**src/rtl/branch_recovery_controller.sv**
```systemverilog
// Branch recovery sequencer: detects EX-stage mispredicts, redirects fetch and flushes IF/ID + ID/EX.
// Latency: redirect and flush register one edge after acceptance. A stall defers the redirect (PENDING) but never delays an active flush.
module branch_recovery_controller #(
  parameter int XLEN         = 32,
  parameter int FLUSH_CYCLES = 2,
  parameter int CNT_W        = 32
) (
  input  logic             clk,
  input  logic             reset,
  input  logic             EX_branch,
  input  logic             EX_branch_taken,
  input  logic             EX_pred_taken,
  input  logic [XLEN-1:0]  EX_pc,
  input  logic [XLEN-1:0]  EX_imm,
  input  logic             stall,
  output logic             flush_IF_ID,
  output logic             flush_ID_EX,
  output logic             redirect_valid,
  output logic [XLEN-1:0]  redirect_target,
  output logic             predictor_update,
  output logic             busy,
  output logic [CNT_W-1:0] branch_count,
  output logic [CNT_W-1:0] mispredict_count
);

  typedef enum logic [1:0] {IDLE, PENDING, FLUSH} state_t;

  localparam logic [2:0]       FLUSH_INIT = 3'(FLUSH_CYCLES - 1);
  localparam logic [XLEN-1:0]  PC_STEP    = XLEN'(4);
  localparam logic [CNT_W-1:0] CNT_ONE    = CNT_W'(1);

  state_t           state_q, state_d;
  logic [2:0]       cnt_q, cnt_d;
  logic [XLEN-1:0]  target_q, target_d;
  logic             redirect_q, redirect_d;
  logic             flush_q, flush_d;
  logic             busy_q, busy_d;
  logic [CNT_W-1:0] br_cnt_q, br_cnt_d;
  logic [CNT_W-1:0] mp_cnt_q, mp_cnt_d;

  logic             mispredict;
  logic [XLEN-1:0]  corr_target;

  assign mispredict  = EX_branch_taken != EX_pred_taken;
  assign corr_target = EX_branch_taken ? (EX_pc + EX_imm) : (EX_pc + PC_STEP);

  // Only branches seen in IDLE without a stall are on the committed path.
  assign predictor_update = EX_branch & (state_q == IDLE) & ~stall;

  always_comb begin
    state_d    = state_q;
    cnt_d      = cnt_q;
    target_d   = target_q;
    redirect_d = 1'b0;
    flush_d    = 1'b0;
    br_cnt_d   = br_cnt_q;
    mp_cnt_d   = mp_cnt_q;

    unique case (state_q)
      IDLE: begin
        if (EX_branch) begin
          if (!stall) begin
            br_cnt_d = br_cnt_q + CNT_ONE;
            if (mispredict) begin
              mp_cnt_d   = mp_cnt_q + CNT_ONE;
              target_d   = corr_target;
              redirect_d = 1'b1;
              flush_d    = 1'b1;
              cnt_d      = FLUSH_INIT;
              state_d    = FLUSH;
            end
          end else if (mispredict) begin
            target_d = corr_target;
            state_d  = PENDING;
          end
        end
      end
      PENDING: begin
        // Statistics are deferred until the held mispredict actually redirects.
        if (!stall) begin
          br_cnt_d   = br_cnt_q + CNT_ONE;
          mp_cnt_d   = mp_cnt_q + CNT_ONE;
          redirect_d = 1'b1;
          flush_d    = 1'b1;
          cnt_d      = FLUSH_INIT;
          state_d    = FLUSH;
        end
      end
      FLUSH: begin
        if (cnt_q == 3'd0) begin
          state_d = IDLE;
        end else begin
          cnt_d   = cnt_q - 3'd1;
          flush_d = 1'b1;
        end
      end
      default: state_d = IDLE;
    endcase

    busy_d = (state_d != IDLE);
  end

  always_ff @(posedge clk or posedge reset) begin
    if (reset) begin
      state_q    <= IDLE;
      cnt_q      <= 3'd0;
      target_q   <= '0;
      redirect_q <= 1'b0;
      flush_q    <= 1'b0;
      busy_q     <= 1'b0;
      br_cnt_q   <= '0;
      mp_cnt_q   <= '0;
    end else begin
      state_q    <= state_d;
      cnt_q      <= cnt_d;
      target_q   <= target_d;
      redirect_q <= redirect_d;
      flush_q    <= flush_d;
      busy_q     <= busy_d;
      br_cnt_q   <= br_cnt_d;
      mp_cnt_q   <= mp_cnt_d;
    end
  end

  assign flush_IF_ID      = flush_q;
  assign flush_ID_EX      = flush_q;
  assign redirect_valid   = redirect_q;
  assign redirect_target  = target_q;
  assign busy             = busy_q;
  assign branch_count     = br_cnt_q;
  assign mispredict_count = mp_cnt_q;

endmodule

```
**config.mk**
```make
export PLATFORM = sky130hd
export DESIGN_NAME = branch_recovery_controller
export DESIGN_NICKNAME = d
export VERILOG_FILES = /design/src/rtl/branch_recovery_controller.sv
export SDC_FILE = /design/constraint.sdc
export NUM_CORES = 1
export LEC_CHECK = 0
export ABC_AREA = 1
export CORE_UTILIZATION = 48
export CTS_CLUSTER_SIZE = 12
export DETAILED_ROUTE_END_ITERATION = 7
export PLACE_DENSITY_LB_ADDON = 0.12
export SLEW_MARGIN = 15
export SYNTH_ARGS = -nofsm -noshare
export SYNTH_HDL_FRONTEND = slang
export SYNTH_SLANG_ARGS = --single-unit
```
**constraint.sdc**
```tcl
create_clock -name clk -period 3.4 [get_ports clk]
set_clock_uncertainty 0.05 [all_clocks]
set_input_delay 0.68 -clock clk [delete_from_list [all_inputs] [get_ports clk]]
set_output_delay 0.68 -clock clk [all_outputs]
set_load 0.01 [all_outputs]
```
==> summary.md, run 1 <==
| Metric | Value |
|---|---|
| Initial antenna violation count | `0` |
| Post-DRT Antenna Nets | `0` |
| Slowest-stage cell, CP | `clkdlybuf4s50_1` |
| Initial DRT Pass Iterations | `5` |
| Critical path class | `input port to primary output` |
| # IOs | `171` |
| VDD IR max | `0.312 mV` |
| Post-Syn Instances | `1210` |
| Delay of the slowest cell on the worst path | `540 ps` |
| Clock Power Share | `20.7%` |
| Vias in the first global route | `8150` |
| PortBufs | `170` |
| Post-CTS sizing | `0` |
| Startpoint Class | `input port` |
| Asr flop ratio synth | `100%` |
| Post-Syn Area | `8180 um2` |
| Worst Tran Pin Value | `1020 ps` |
| Full die area | `17600 um2` |
| Prevailing post-synth register cell | `dfrtp_1` |
| Die X | `133 um` |
| Worst r2r path cells | `9` |
| First-pass GRT wire length | `41300 um` |
| Worst Path Max Fanout | `2` |
| Fin. max-slew vios | `0` |
| Pin count of the biggest net entering global routing | `44` |
| GRT Total Usage | `30.0%` |
| Post-synth EDFFs | `0` |
| Nets | `1491` |
| Worst Hold Class | `register to register` |
| Final hold viol count | `0` |
| Placed cell areas | `10200 um2` |
| Crit path DAT | `2010 ps` |
| Sequential area share after synthesis | `31.8%` |
| WL/cell | `16.0 um` |
| RSZ-0062 raised after global routing | `false` |
| Vias per cell | `5.24` |
| Logic pwr share | `42.9%` |
| Clock sinks | `104` |
| Sequential power share | `36.3%` |
| Sw power | `1.94 mW` |
| Dpl hpwl | `20700 um` |
| Setup TNS | `0 ps` |
| Syn nets | `1317` |
| Int Power | `3.08 mW` |
| Worst path depth | `6` |
| Delay-heaviest family, CP | `buffers and inverters` |
| Buf/Inv on CP | `4` |
| Final WL | `25800 um` |
| Post-CTS Setup Bufs | `0` |
| Avg Cell Area, Syn | `6.76 um2` |
| Maximum clock frequency | `0.365 GHz` |
| Die height | `133 um` |
| Hold Path Stages | `1` |
| Clock transition at path regs | `70 ps` |
| Routability Congestion | `0.989` |
| Core area | `16600 um2` |
| Required @ worst endpoint | `2670 ps` |
| Fin area | `10500 um2` |
| Initial core utilization | `49.3%` |
| Setup violations, final | `0` |
| Post-synth top area cell | `dfrtp_1` |
| Worst path cell trace | `clkdlybuf4s50_1 -> inv_1 -> nor2_1 -> inv_1 -> nor2_1 -> clkdlybuf4s50_1` |
| CTS Buffer Depth | `2` |
| Cts hold-fix bufs | `0` |
| Top cells by count, synth | `nand2_1, inv_1, nor2_1` |
| Crit end category | `primary output` |
| Status | `completed` |
| Tmin final | `2740 ps` |
| Post-synth cell types | `39` |
| Cell Pwr Density | `479 nW/um2` |
| Layout cell share with drive strength beyond 1 | `4.90%` |
| Number of fill cells in the layout | `1581` |
| Vias | `8430` |
| Ys Warns | `0` |
| Cell Rows | `47` |
| Cts bufs inserted | `9` |
| Max Cap Violations | `0` |
| Leak | `5.16 nW` |
| CTS Root Cell | `clkbuf_16` |
| Area grow syn2layout | `28.2%` |
| # H-tree levels | `3` |
| Tcrit/Tclk final | `80.6%` |
| Synth area leaders | `dfrtp_1, nand2_1, inv_1, nor2_1, xor2_1` |
| Worst skew pair latency | `350 ps` |
| Grt total ovfl | `0` |
| TritonCTS clock tree | `done` |
| Yosys reg bits | `104` |
| Synth top area share | `31.8%` |
| Switching power share of the total | `38.6%` |
| Number of remaining DRC errors | `0` |
| Relative slew slack | `31.9%` |
| Iter 0 DRT Violations | `562` |
| Number of inserted diodes | `0` |
| Top-count cell post-synth | `nand2_1` |
[logic make-up after synthesis]
logic type	after synthesis	synth area share (%)
buffers and inverters	197	9.16
adder cells (fa/ha/maj)	37	5.75
AO/OA/AOI/OAI	117	7.63
XOR/XNOR	81	8.77
AND/OR/NAND/NOR	674	36.9
flip-flops	104	31.8
[cells in the final DEF, fill, tap and decap left out, types with 21 or more instances in the layout]
cell type / n
a21oi_1: 75
clkdlybuf4s50_1: 170
dfrtp_1: 104
ha_1: 36
inv_1: 177
nand2_1: 347
nand3_1: 76
nand4_1: 23
nor2_1: 129
nor3_1: 39
o21ai_0: 21
xnor2_1: 25
xor2_1: 55
[sequential cells by signal, summed over array words and instances, names as in the netlist]
name / count
branch_count: 32
busy: 1
cnt_q: 3
flush_ID_EX: 1
mispredict_count: 32
redirect_target: 32
redirect_valid: 1
state_q: 2
[power groups by stage]
stage                     clock network, mW  registers (mW)  logic (mW)
final                                  1.04            1.82        2.16
after global routing                   1.09            1.87        2.36
after CTS                              1.06            1.82        2.15
after detailed placement                  0            1.84        2.14
after global placement                    0            1.83        2.12
after floorplan                           0            1.92       0.983
[per-stage QoR]
stage                     std cells  util, %  power (mW)  hold slack, ps  setup slack (ps)
final                          1609     63.2        5.02             428               660
after global routing           1609     63.2        5.32             443               452
after CTS                      1609     63.2        5.03             436               664
after detailed placement       1593     61.5        3.99             423               377
after global placement         1593     61.5        3.95             412               364
after floorplan                1210        -        2.90             399              1200
[cell type report]
type | instances | area (um2) | area share, %
clock inverter | 6 | 50.0 | 0.478
sequential | 104 | 2600 | 24.8
multi-input combinational | 909 | 4830 | 46.1
tap | 220 | 275 | 2.63
timing repair buffer | 177 | 1790 | 17.1
inverter | 183 | 691 | 6.59
clock buffer | 10 | 239 | 2.28
[routing by layer]
layer / vias to the layer above / share of wire [%] / global-route usage (%) / wire length (um)
met4: 0 / 2.5 / 10.2 / 645
met3: 37 / 5.8 / 3.98 / 1500
li1: 4191 / - / - / -
met5: - / 0 / 0 / 0
met2: 310 / 46 / 50.0 / 11900
met1: 3892 / 45 / 40.2 / 11700
[final timing paths]
| path | start | slack (ps) | to |
|---|---|---|---|
| max | EX_branch | 660 | predictor_update |
| min in group asynchronous | reset | 750 | mispredict_count[27] |
| min reg2reg | branch_count[31] | 430 | branch_count[31] |
| max reg2reg | state_q[0] | 1200 | redirect_target[3] |
| min | branch_count[31] | 430 | branch_count[31] |
| max in group asynchronous | reset | 1880 | mispredict_count[24] |
Note: power is estimated with default switching activity, not from simulation.
==> run 2, diff against run 1 <==
Clock period 3.4 ns to 2.2 ns, I/O delays scaled along.
==> summary.md, run 2 (synthesized netlist as in run 1, its figures left out) <==
| Metric | Value |
|---|---|
| Full die area | `17600 um2 (unchanged)` |
| Pin count of the biggest net entering global routing | `60 (+36%)` |
| Vias | `9061 (+7.5%)` |
| Commonest cells after routing, fill and taps aside | `nand2_1, inv_1, buf_4, clkdlybuf4s50_1, nor2_1` |
| RSZ-0062 raised after global routing | `true` |
| Dpl hpwl | `20900 um (+1.1%)` |
| Worst Tran Pin Value | `495 ps (-526 ps)` |
| Crit path DAT | `2380 ps (+370 ps)` |
| Relative slew slack | `66.8% (+35 points)` |
| Crit end category | `register` |
| Worst r2r src | `branch_count[1]` |
| Slowest-stage cell, CP | `clkdlybuf4s50_1` |
| Cell Rows | `47 (unchanged)` |
| Hold path endpoint | `redirect_target[0]` |
| Startpoint Class | `input port` |
| Layout cell share with drive strength beyond 1 | `20.0% (+15 points)` |
| Maximum clock frequency | `0.466 GHz` |
| TritonCTS clock tree | `done` |
| Vias in the first global route | `8652 (+6.2%)` |
| First-pass GRT wire length | `42400 um (+2.5%)` |
| Grt total ovfl | `0 (unchanged)` |
| Core area | `16600 um2 (unchanged)` |
| Most used cell, CP | `nand2_1` |
| Clock sinks | `104 (unchanged)` |
| Setup violations, final | `0 (unchanged)` |
| Initial antenna violation count | `0 (unchanged)` |
| Vias per cell | `5.11 (-2.5%)` |
| Number of inserted diodes | `0 (unchanged)` |
| Initial core utilization | `49.3% (unchanged)` |
| Initial DRT Pass Iterations | `5 (unchanged)` |
| Worst skew pair latency | `350 ps (about the same)` |
| Status | `completed` |
| Delay-heaviest family, CP | `simple AND/OR/NAND/NOR gates` |
| Delay of the slowest cell on the worst path | `530 ps (about the same)` |
| Final Util | `73.9% (+11 points)` |
| Hold Path Stages | `3 (+2)` |
| Buf/Inv on CP | `2 (-2)` |
| Critical path class | `input port to register` |
| Required @ worst endpoint | `2430 ps (-240 ps)` |
| Worst Path Max Fanout | `4 (+2)` |
| Cts bufs inserted | `9 (unchanged)` |
| Max Cap Violations | `0 (unchanged)` |
| Setup slack, reg-to-reg | `170 ps (-1030 ps)` |
| R2R Path End | `branch_count[30]` |
| Tcrit/Tclk final | `97.4%` |
| Die height | `133 um (unchanged)` |
| Final worst slack | `56.2 ps (-604 ps)` |
| Fin. max-slew vios | `0 (unchanged)` |
| Cts hold-fix bufs | `0 (unchanged)` |
| VDD IR max | `0.562 mV (+80%)` |
| Commonest non-fill, non-tap cell in the layout | `nand2_1` |
| Tmin final | `2140 ps` |
| Die X | `133 um (unchanged)` |
| WL/cell | `14.8 um (-7.6%)` |
| # H-tree levels | `3 (unchanged)` |
| CTS Buffer Depth | `2 (unchanged)` |
| Setup WS pre-CTS | `-479 ps (-856 ps)` |
| # IOs | `171 (unchanged)` |
| PortBufs | `170 (unchanged)` |
| CTS Root Cell | `clkbuf_16` |
| Worst Hold Class | `input port to register` |
| Final WL | `26300 um (+1.9%)` |
| Routability Congestion | `0.951 (-3.8%)` |
| Post-DRT Antenna Nets | `0 (unchanged)` |
| Leak | `6.16 nW (+19%)` |
| Clock transition at path regs | `70 ps (about the same)` |
| Hold path startpoint | `EX_pc[0]` |
| Worst path cell trace | `clkdlybuf4s50_1 -> ha_4 -> nand2_1 -> inv_1 -> nand2_1 -> nand2_1 -> a21oi_2 -> nor2_1 -> nor2_1 -> nand2_1 -> nand2_1 -> nand3_2 -> a21oi_2` |
| Cell Pwr Density | `686 nW/um2 (+43%)` |
| Final hold viol count | `0 (unchanged)` |
| GRT Total Usage | `30.0% (about the same)` |
| Number of remaining DRC errors | `0 (unchanged)` |
| Worst r2r path cells | `9 (unchanged)` |
| Iter 0 DRT Violations | `541 (-3.7%)` |
| Area grow syn2layout | `49.9%` |
| Nets | `1655 (+11%)` |
run 2: cell count changes in the layout (fill, tap and decap cells not counted), moves of 8 or more:
| cell | change |
|---|---|
| clkdlybuf4s50_1 | -17 |
| nand2_1 | -22 |
| nand3_2 | +11 |
| nor2_1 | -8 |
| ha_1 | -17 |
| dlymetal6s2s_1 | +16 |
| a21oi_2 | +16 |
| a21oi_1 | -16 |
| buf_4 | +162 |
| nand3_1 | -11 |
| nand2_2 | +21 |
| ha_4 | +17 |
run 2: routing by layer:
metal | GRT usage (%) | share of wire (%)
met4 | 7.47 | 1.8
met5 | 0 | 0
met1 | 39.6 | 44
met2 | 52.5 | 49
met3 | 3.14 | 4.7
run 2: layout make-up:
class,count,area (um2)
inverter,183,691
fill,1387,4330
sequential,104,2600
clock inverter,6,90.1
multi-input combinational,909,5280
tap,220,275
timing repair buffer,341,3090
clock buffer,10,229
run 2: how the worst max path moves through the flow:
stage,start,to,slack (ps),cells past startpoint
2_1_floorplan,EX_pc[0],redirect_target[28],240,11
3_3_place_gp,EX_pc[0],redirect_target[28],-400,11
3_5_place_dp,EX_pc[0],redirect_target[28],-480,11
4_1_cts,EX_pc[2],redirect_target[25],-1,14
5_1_grt,EX_pc[17],redirect_target[27],-80,13
6_report,EX_pc[18],redirect_target[27],60,13
run 2: report_power, final:
part,total (mW),internal [mW],switching (mW)
clock network,1.74,1.00,0.738
logic,3.84,1.91,1.92
registers,2.83,2.41,0.421
total,8.41,5.32,3.08
run 2: what timing repair did:
action                                 in CTS  in global routing
setup buffers                               0                  2
setup endpoints to repair                  17                 24
endpoints found under the hold margin       0                  0
gates resized for setup                    11                 94
pin swaps                                   0                 23
run 2: tightest hold or removal path: cells and delay by family:
| family | cells | cell delay, ps |
|---|---|---|
| buffers and inverters | 1 | 150 |
| AND/OR/NAND/NOR | 1 | 80 |
| AO/OA/AOI/OAI | 1 | 80 |
run 2: through the flow:
stage                     power (mW)  cells  cell area (um2)  hold slack (ps)  setup TNS [ps]
after floorplan                 4.48   1210             8180              399               0
after global placement          6.40   1755            11400              411           -8880
after detailed placement        6.50   1755            11400              417          -10430
after CTS                       8.25   1771            11800              434          -0.951
after global routing            8.90   1773            12300              409            -409
final                           8.41   1773            12300              386               0
==> run 3, diff against run 2 <==
--- a/config.mk
+++ b/config.mk
@@ -7,5 +7,5 @@
 export LEC_CHECK = 0
 export ABC_AREA = 1
-export CORE_UTILIZATION = 48
+export CORE_UTILIZATION = 53
 export CTS_CLUSTER_SIZE = 12
 export DETAILED_ROUTE_END_ITERATION = 7
==> constraint.sdc (replaced) <==
create_clock -name clk -period 2.4 [get_ports clk]
set_clock_uncertainty 0.05 [all_clocks]
set_input_delay 0.6 -clock clk [delete_from_list [all_inputs] [get_ports clk]]
set_output_delay 0.6 -clock clk [all_outputs]
set_load 0.05 [all_outputs]
==> summary.md, run 3 (synthesized netlist as in run 1, its figures left out) <==
| Metric | Value |
|---|---|
| Initial antenna violation count | `0 (unchanged)` |
| WL/cell | `15.3 um (+3.0%)` |
| Vias per cell | `5.34 (+4.5%)` |
| Die X | `126 um (-4.8%)` |
| Clock sinks | `104 (unchanged)` |
| # H-tree levels | `3 (unchanged)` |
| Grt peak-use layer | `met2` |
| RSZ-0062 raised after global routing | `true` |
| Vias | `9273 (+2.3%)` |
| VDD IR max | `0.571 mV (+1.5%)` |
| Sequential power share | `28.6% (-5.0 points)` |
| Fin. max-slew vios | `0 (unchanged)` |
| Iter 0 DRT Violations | `770 (+42%)` |
| Number of inserted diodes | `0 (unchanged)` |
| Vias in the first global route | `8736 (+0.97%)` |
| Setup WS pre-CTS | `-410 ps (+68.2 ps)` |
| Hold path startpoint | `branch_count[31]` |
| Final hold viol count | `0 (unchanged)` |
| Worst skew pair latency | `360 ps (about the same)` |
| Delay-heaviest family, CP | `simple AND/OR/NAND/NOR gates` |
| TritonCTS clock tree | `done` |
| Cell Pwr Density | `762 nW/um2 (+11%)` |
| # IOs | `171 (unchanged)` |
| Int Power | `4.95 mW (-7.0%)` |
| Final worst slack | `33.3 ps (-22.8 ps)` |
| Relative slew slack | `59.7% (-7.1 points)` |
| GR Layer Usage met2 | `56.0% (+3.5 points)` |
| Worst r2r src | `branch_count[1]` |
| Fin area | `12000 um2 (-2.4%)` |
| Worst path cell trace | `clkdlybuf4s50_1 -> ha_1 -> buf_4 -> nand2_1 -> nand2_1 -> nand2_1 -> nand3_1 -> nand2_1 -> nand2_1 -> nand2_1 -> nand3_1 -> nand2_1 -> nand3_1 -> a21oi_1` |
| Nets | `1650 (-0.30%)` |
| Number of remaining DRC errors | `0 (unchanged)` |
| Worst setup path start | `EX_pc[5]` |
| Initial core utilization | `54.0% (+4.7 points)` |
| Number of fill cells in the layout | `1158 (-17%)` |
| Most used cell, CP | `nand2_1` |
| Die height | `126 um (-4.8%)` |
| Placed cell areas | `11400 um2 (-0.59%)` |
| Maximum clock frequency | `0.423 GHz` |
| Pin count of the biggest net entering global routing | `48 (-20%)` |
| Full die area | `15900 um2 (-9.3%)` |
| Status | `completed` |
| Grt total ovfl | `0 (unchanged)` |
| Leak | `6.03 nW (-2.1%)` |
| Cts bufs inserted | `9 (unchanged)` |
| Tmin final | `2370 ps` |
| Final WL | `26500 um (+0.82%)` |
| Initial DRT Pass Iterations | `6 (+1)` |
| Switching power share of the total | `45.7% (+9.0 points)` |
| Commonest cells after routing, fill and taps aside | `nand2_1, inv_1, clkdlybuf4s50_1, buf_4, nor2_1` |
| Area grow syn2layout | `46.3%` |
| Met3 Usage GRT | `4.08% (+0.94 points)` |
| Logic pwr share | `52.2% (+6.6 points)` |
| Delay of the slowest cell on the worst path | `460 ps (-70 ps)` |
| Commonest non-fill, non-tap cell in the layout | `nand2_1` |
| Buf/Inv on CP | `2 (unchanged)` |
| Worst Hold Class | `register to register` |
| Critical path class | `input port to register` |
| GRT Total Usage | `33.2% (+3.2 points)` |
| Startpoint Class | `input port` |
| Crit end category | `register` |
| Required @ worst endpoint | `2630 ps (+200 ps)` |
| Post-DRT Antenna Nets | `0 (unchanged)` |
| Worst Path Max Fanout | `3 (-1)` |
| CTS Buffer Depth | `2 (unchanged)` |
| Layout cell share with drive strength beyond 1 | `17.6% (-2.4 points)` |
| Dpl hpwl | `21100 um (+0.87%)` |
| First-pass GRT wire length | `41800 um (-1.4%)` |
| Core area | `15100 um2 (-8.7%)` |
| Clock Power Share | `19.2% (-1.5 points)` |
| Cell Rows | `45 (-4.3%)` |
| Worst Tran Pin Value | `603 ps (+108 ps)` |
| Crit path DAT | `2600 ps (+220 ps)` |
| Sw power | `4.16 mW (+35%)` |
| PortBufs | `170 (unchanged)` |
| Max Cap Violations | `0 (unchanged)` |
| Setup violations, final | `0 (unchanged)` |
| Tcrit/Tclk final | `98.6%` |
| CTS Root Cell | `clkbuf_16` |
| Cts hold-fix bufs | `0 (unchanged)` |
| Met1 usage | `43.2% (+3.5 points)` |
| Slowest-stage cell, CP | `clkdlybuf4s50_1` |
| Clock transition at path regs | `70 ps (about the same)` |
| Routability Congestion | `0.985 (+3.6%)` |
-- run 3: cell count changes in the layout (fill, tap and decap cells not counted), sizes merged, moves of 2 or more --
cell	previous run	this run
clkdlybuf4s50	153	164
buf	171	167
clkbuf	10	12
dlymetal6s2s	16	5
-- run 3: stage by stage --
step / power, mW / setup TNS (ps) / util [%] / hold WS [ps] / std cells
global placement: 7.17 / -7200 / 75.0 / 410 / 1718
global route: 9.51 / -208 / 79.0 / 430 / 1736
floorplan: 5.42 / 0 / - / 399 / 1210
CTS: 9.01 / 0 / 77.3 / 425 / 1734
finish: 9.12 / 0 / 79.0 / 418 / 1736
detailed placement: 7.28 / -8650 / 75.0 / 415 / 1718
-- run 3: area by class of cell --
| cell class | count | area [um2] | share of cell area, % |
|---|---|---|---|
| clock buffer | 12 | 246 | 2.06 |
| clock inverter | 4 | 98.8 | 0.826 |
| inverter | 183 | 691 | 5.77 |
| multi-input combinational | 909 | 5050 | 42.3 |
| sequential | 104 | 2600 | 21.8 |
| tap | 188 | 235 | 1.97 |
| timing repair buffer | 336 | 3030 | 25.4 |
-- run 3: final timing paths --
check,endpoint,slack [ps],depth (start not counted)
setup / recovery,redirect_target[20],30,14
hold / removal,branch_count[31],420,1
setup reg to reg,branch_count[30],450,9
hold reg to reg,branch_count[31],420,1
max in group asynchronous,mispredict_count[4],1230,3
min in group asynchronous,branch_count[30],510,2
-- run 3: repair_timing --
action,4_1_cts,5_1_grt
pin swaps,0,16
gates resized for setup,3,54
endpoints found under the setup margin,5,23
setup buffers,0,2
cloned,0,0
-- run 3: power by group through the flow --
stage	clock (mW)	sequential (mW)	combinational, mW
4_1_cts	1.73	2.60	4.67
2_1_floorplan	0	3.99	1.42
6_report	1.75	2.61	4.76
3_5_place_dp	0	2.63	4.64
3_3_place_gp	0	2.60	4.57
5_1_grt	1.80	2.66	5.05
-- run 3: routing by layer --
metal | routed length (um) | vias up
met3 | 1550 | 62
met2 | 12600 | 383
met1 | 11400 | 4310
met5 | 0 | -
li1 | - | 4518
met4 | 946 | 0
